--- config.mk ---
export PLATFORM = sky130hd
export DESIGN_NAME = hazard_scoreboard_flat
export DESIGN_NICKNAME = d
export VERILOG_FILES = /design/src/rtl/hazard_scoreboard_if.sv /design/src/rtl/hazard_scoreboard.sv /design/src/flat_wrapper.sv
export SDC_FILE = /design/constraint.sdc
export NUM_CORES = 1
export LEC_CHECK = 0
export ABC_CLOCK_PERIOD_IN_PS = 3700
export CAP_MARGIN = 5
export CORE_UTILIZATION = 44
export CTS_BUF_LIST = sky130_fd_sc_hd__clkbuf_16
export CTS_CLUSTER_SIZE = 14
export DETAILED_ROUTE_END_ITERATION = 8
export GPL_ROUTABILITY_DRIVEN = 1
export GPL_TIMING_DRIVEN = 0
export PLACE_DENSITY = 0.85
export SYNTH_ARGS = -nofsm -noshare
export SYNTH_HDL_FRONTEND = slang
export SYNTH_SLANG_ARGS = --single-unit
export TNS_END_PERCENT = 50
--- constraint.sdc ---
create_clock -name CLK -period 3.7 [get_ports CLK]
set_input_delay 0.74 -clock CLK [delete_from_list [all_inputs] [get_ports CLK]]
set_output_delay 0.74 -clock CLK [all_outputs]
set_load 0.005 [all_outputs]
--- src/rtl/hazard_scoreboard_if.sv ---
// Decode-side hazard bus between the pipeline control and the scoreboard.
// master drives decode/control, slave returns pending tags and stall.
interface hazard_scoreboard_if;
    logic        advance;
    logic        flush;
    logic        id_valid;
    logic [4:0]  id_rs;
    logic [4:0]  id_rt;
    logic [4:0]  id_wsel;
    logic        id_regwen;
    logic        id_memread;
    logic [4:0]  write1;
    logic [4:0]  write2;
    logic [4:0]  write3;
    logic        load_use_stall;
    logic [15:0] stall_count;

    modport master (
        output advance, flush, id_valid,
        output id_rs, id_rt, id_wsel,
        output id_regwen, id_memread,
        input  write1, write2, write3,
        input  load_use_stall, stall_count
    );

    modport slave (
        input  advance, flush, id_valid,
        input  id_rs, id_rt, id_wsel,
        input  id_regwen, id_memread,
        output write1, write2, write3,
        output load_use_stall, stall_count
    );
endinterface

--- src/rtl/hazard_scoreboard.sv ---
// EX/MEM/WB destination-tag scoreboard with load-use stall detection.
// Define HAZARD_STALL_COUNT_EN to build the saturating stall counter.
module hazard_scoreboard (
    input  logic CLK,
    input  logic nRST,
    hazard_scoreboard_if.slave bus
);

    typedef struct packed {
        logic       valid;
        logic [4:0] tag;
        logic       is_load;
    } slot_t;

    slot_t ex_q;
    slot_t mem_q;
    slot_t wb_q;
    slot_t ex_nxt;
    logic  writer;
    logic  rs_hit;
    logic  rt_hit;
    logic  stall;

    assign writer = bus.id_valid && bus.id_regwen
                 && (bus.id_wsel != 5'd0);

    assign rs_hit = (bus.id_rs != 5'd0)
                 && (bus.id_rs == ex_q.tag);
    assign rt_hit = (bus.id_rt != 5'd0)
                 && (bus.id_rt == ex_q.tag);

    assign stall = ex_q.valid && ex_q.is_load
                && bus.id_valid && (rs_hit || rt_hit)
                && !bus.flush;

    assign bus.load_use_stall = stall;
    assign bus.write1 = ex_q.valid  ? ex_q.tag  : 5'd0;
    assign bus.write2 = mem_q.valid ? mem_q.tag : 5'd0;
    assign bus.write3 = wb_q.valid  ? wb_q.tag  : 5'd0;

    // Next EX slot: real writer unless stalled or squashed.
    always_comb begin
        ex_nxt = '0;
        if (writer && !stall && !bus.flush) begin
            ex_nxt.valid   = 1'b1;
            ex_nxt.tag     = bus.id_wsel;
            ex_nxt.is_load = bus.id_memread;
        end
    end

    // Slot pipeline: shifts only when the pipeline advances.
    always_ff @(posedge CLK) begin
        if (!nRST) begin
            ex_q  <= '0;
            mem_q <= '0;
            wb_q  <= '0;
        end else if (bus.advance) begin
            wb_q  <= mem_q;
            mem_q <= ex_q;
            ex_q  <= ex_nxt;
        end
    end

`ifdef HAZARD_STALL_COUNT_EN
    logic [15:0] cnt_q;

    // Count advancing stall cycles, saturating at all-ones.
    always_ff @(posedge CLK) begin
        if (!nRST) begin
            cnt_q <= 16'd0;
        end else if (bus.advance && stall
                     && (cnt_q != 16'hFFFF)) begin
            cnt_q <= cnt_q + 16'd1;
        end
    end

    assign bus.stall_count = cnt_q;
`else
    assign bus.stall_count = 16'd0;
`endif

endmodule

--- src/flat_wrapper.sv ---
// flat-port wrapper written by rule: the top's interface ports become plain ports
module hazard_scoreboard_flat 
  (CLK, nRST, bus_advance, bus_flush, bus_id_valid, bus_id_rs, bus_id_rt, bus_id_wsel, bus_id_regwen, bus_id_memread, bus_write1, bus_write2, bus_write3, bus_load_use_stall, bus_stall_count);
  hazard_scoreboard_if bus_i ();
  input  logic CLK;
  input  logic nRST;
  input wire logic [$bits(bus_i.advance)-1:0] bus_advance;
  input wire logic [$bits(bus_i.flush)-1:0] bus_flush;
  input wire logic [$bits(bus_i.id_valid)-1:0] bus_id_valid;
  input wire logic [$bits(bus_i.id_rs)-1:0] bus_id_rs;
  input wire logic [$bits(bus_i.id_rt)-1:0] bus_id_rt;
  input wire logic [$bits(bus_i.id_wsel)-1:0] bus_id_wsel;
  input wire logic [$bits(bus_i.id_regwen)-1:0] bus_id_regwen;
  input wire logic [$bits(bus_i.id_memread)-1:0] bus_id_memread;
  output wire logic [$bits(bus_i.write1)-1:0] bus_write1;
  output wire logic [$bits(bus_i.write2)-1:0] bus_write2;
  output wire logic [$bits(bus_i.write3)-1:0] bus_write3;
  output wire logic [$bits(bus_i.load_use_stall)-1:0] bus_load_use_stall;
  output wire logic [$bits(bus_i.stall_count)-1:0] bus_stall_count;
  assign bus_i.advance = bus_advance;
  assign bus_i.flush = bus_flush;
  assign bus_i.id_valid = bus_id_valid;
  assign bus_i.id_rs = bus_id_rs;
  assign bus_i.id_rt = bus_id_rt;
  assign bus_i.id_wsel = bus_id_wsel;
  assign bus_i.id_regwen = bus_id_regwen;
  assign bus_i.id_memread = bus_id_memread;
  assign bus_write1 = bus_i.write1;
  assign bus_write2 = bus_i.write2;
  assign bus_write3 = bus_i.write3;
  assign bus_load_use_stall = bus_i.load_use_stall;
  assign bus_stall_count = bus_i.stall_count;
  hazard_scoreboard u_core (.CLK(CLK), .nRST(nRST), .bus(bus_i));
endmodule
==> run summary <==
outcome - finished clean
design internal power - 0.400 mW
First-pass DRT Iterations - 4
clock tree skew after final layout - 0.00374 ns
Power Density - 299 mW/mm²
crit share post-route - 0.925
Place WS - 0.289 ns
min Tclk post-route - 3.42 ns
source of the critical timing path - bus_id_rt[1]
kind of start point of the critical path - input pin
most common cell after layout, fill and taps aside - sky130_fd_sc_hd__clkdlybuf4s50_1
setup TNS after final layout - 0 ns
Max H-tree Level - 1
count of pins on the block boundary - 54
final non-filler cell total - 219
r2r startpoint - u_core.ex_q[6]$_SDFFE_PN0P_
# diodes - 0
starting density of the core - 0.469
final setup margin - 0.276 ns
number of buffers on the longest clock path - 2
GR Util met3 - 0.0254
FP Rows - 18
Reg2Reg Setup Slack - 2.30 ns
hold violation total from the final report - 0
Netlist cell types - 23
average detailed-routed wire length per instance - 12.5 µm
number of antenna violations at the first check in global routing - 0
Final Total Pwr - 0.511 mW
placeable core area - 0.00250 mm²
standby leakage power - 0.707 nW
Final Wtd Congestion - 0.815
synthesized netlist cell count - 134
Area after DPL - 0.00163 mm²
async set or reset register ratio after synthesis - 0
# port buffers - 36
vias in the first global route - 1052
fin nets - 212
DRC violation count after routing - 0
sequential-to-total area share from yosys stat - 0.324
clock latency on the worst-skew pair - 0.25 ns
yosys synthesis warning count - 0
quantity of gates resized following cts - 0
number of sinks handled by clock tree synthesis - 19
total number of vias - 1109
Setup Buffers After CTS - 0
placed insts - 215
switching part of the total power - 0.217
number of enable-type register cells in the synthesized netlist - 0
data required time of the worst path - 2.96 ns
share of power burned in combinational logic - 0.152
category of the worst setup path capture point - output port
type of the most critical hold path - register to register
global-route met1 utilization - 0.231
mean area per synthesized cell - 8.76 µm²
sum of overflow across all layers after global routing - 0
arrival time reported for the critical path endpoint - 2.68 ns
cell chosen for the clock root - sky130_fd_sc_hd__clkbuf_16
part of the total power dissipated in the clock network - 0.432
full die area - 0.00288 mm²
largest net degree at the start of global routing - 12
First DRT Iteration DRCs - 20
crit-path max FO - 8
global-route usage over all layers - 0.213
cell area after technology mapping - 0.00117 mm²
setup-violating endpoint count in the final report - 0
Slew Viols, Final - 0
max-capacitance violation count - 0
switching power total - 0.111 mW
share of cells above drive strength 1 - 0.143
critical hold path startpoint - u_core.ex_q[0]$_SDFFE_PN0P_
Syn-to-layout area delta - 45.5%
CTS tree - done
global routing's busiest layer - met2
number of buffers inserted during clock tree synthesis - 3
Die Width - 53.6 µm
global-route wire length before repair - 4420 µm
routing usage on met2 - 0.402
flip-flop cell with the highest count after synthesis - sky130_fd_sc_hd__dfxtp_1
worst hold-check slack - 0.511 ns
Max Clk Rate - 292 MHz
post-synthesis register bit count - 19
post-DP HPWL - 2080 µm
worst voltage drop across the vdd grid - 0.000225 V
sequential cell fraction of total power - 0.416
post-route ant nets - 0
clock slew at reported path FFs - 0.05 ns
top library cells by usage in the layout, fill and taps aside - sky130_fd_sc_hd__clkdlybuf4s50_1, sky130_fd_sc_hd__dfxtp_1, sky130_fd_sc_hd__and2_1
number of buffers inserted by hold repair at cts - 0
total wirelength of the detailed-routed design - 2740 µm
Vias per Instance - 5.06
Die Y-Extent - 53.6 µm
Util after Layout - 0.683
setup repair after global routing missed its margin - false
type of the setup path with the least slack - input pin to output port
Finished Cell Area - 0.00171 mm²
area by class of cell:
type | instances | area, µm²
clock inverter | 1 | 5.00
sequential | 19 | 380
multi-input combinational | 109 | 707
timing repair buffer | 36 | 360
fill | 222 | 792
clock buffer | 3 | 75.1
buffer | 21 | 143
tap | 30 | 37.5
synth_stat cells, types with 3 or more instances:
| master | instances | area, µm² |
|---|---|---|
| sky130_fd_sc_hd__xnor2_1 | 8 | 70.1 |
| sky130_fd_sc_hd__o21ai_1 | 6 | 30.0 |
| sky130_fd_sc_hd__a22oi_1 | 6 | 45.0 |
| sky130_fd_sc_hd__and3_1 | 6 | 37.5 |
| sky130_fd_sc_hd__buf_4 | 16 | 120 |
| sky130_fd_sc_hd__buf_2 | 3 | 15.0 |
| sky130_fd_sc_hd__dfxtp_1 | 19 | 380 |
| sky130_fd_sc_hd__nor2b_1 | 15 | 93.8 |
| sky130_fd_sc_hd__nand3_1 | 6 | 30.0 |
| sky130_fd_sc_hd__and2_1 | 17 | 106 |
| sky130_fd_sc_hd__nor2_1 | 4 | 15.0 |
| sky130_fd_sc_hd__mux2i_1 | 12 | 120 |
sequential cells by signal, summed over array words and instances, names as in the netlist:
register	cells
u_core.ex_q	7
u_core.mem_q	6
u_core.wb_q	6
cell families after synthesis:
family	after synthesis	share of synthesized area
buf+inv	21	0.122
compound gates	18	0.102
mux	12	0.102
other cells	1	0.00320
simple gates	55	0.287
flops	19	0.324
xor+xnor	8	0.0597
per-layer routing:
layer / vias up / routed length [µm]
met1: 517 / 1120
met4: 0 / 53
li1: 540 / -
met5: - / 0
met2: 47 / 1420
met3: 5 / 148
power by group through the flow:
stage | Combinational [mW] | Sequential (mW) | Clock, mW
after floorplan | 0.0460 | 0.215 | 0
after global placement | 0.0745 | 0.217 | 0
after detailed placement | 0.0763 | 0.217 | 0
after CTS | 0.0767 | 0.212 | 0.225
after global routing | 0.0858 | 0.213 | 0.233
final | 0.0779 | 0.212 | 0.221
worst max-delay path, cell delays in order:
cell and delay [ns]:
sky130_fd_sc_hd__clkdlybuf4s50_1 0.45, sky130_fd_sc_hd__or4_4 0.55, sky130_fd_sc_hd__a21oi_2 0.14, sky130_fd_sc_hd__o22ai_2 0.17
sky130_fd_sc_hd__nor2b_1 0.17, sky130_fd_sc_hd__clkdlybuf4s50_1 0.45
worst paths after layout:
check,endpoint,cells past startpoint
max reg2reg,u_core.ex_q[2]$_SDFFE_PN0P_,4
min reg2reg,u_core.ex_q[0]$_SDFFE_PN0P_,2
max,bus_load_use_stall,6
min,u_core.ex_q[0]$_SDFFE_PN0P_,2
No activity file was read; power rests on OpenSTA's default activity.
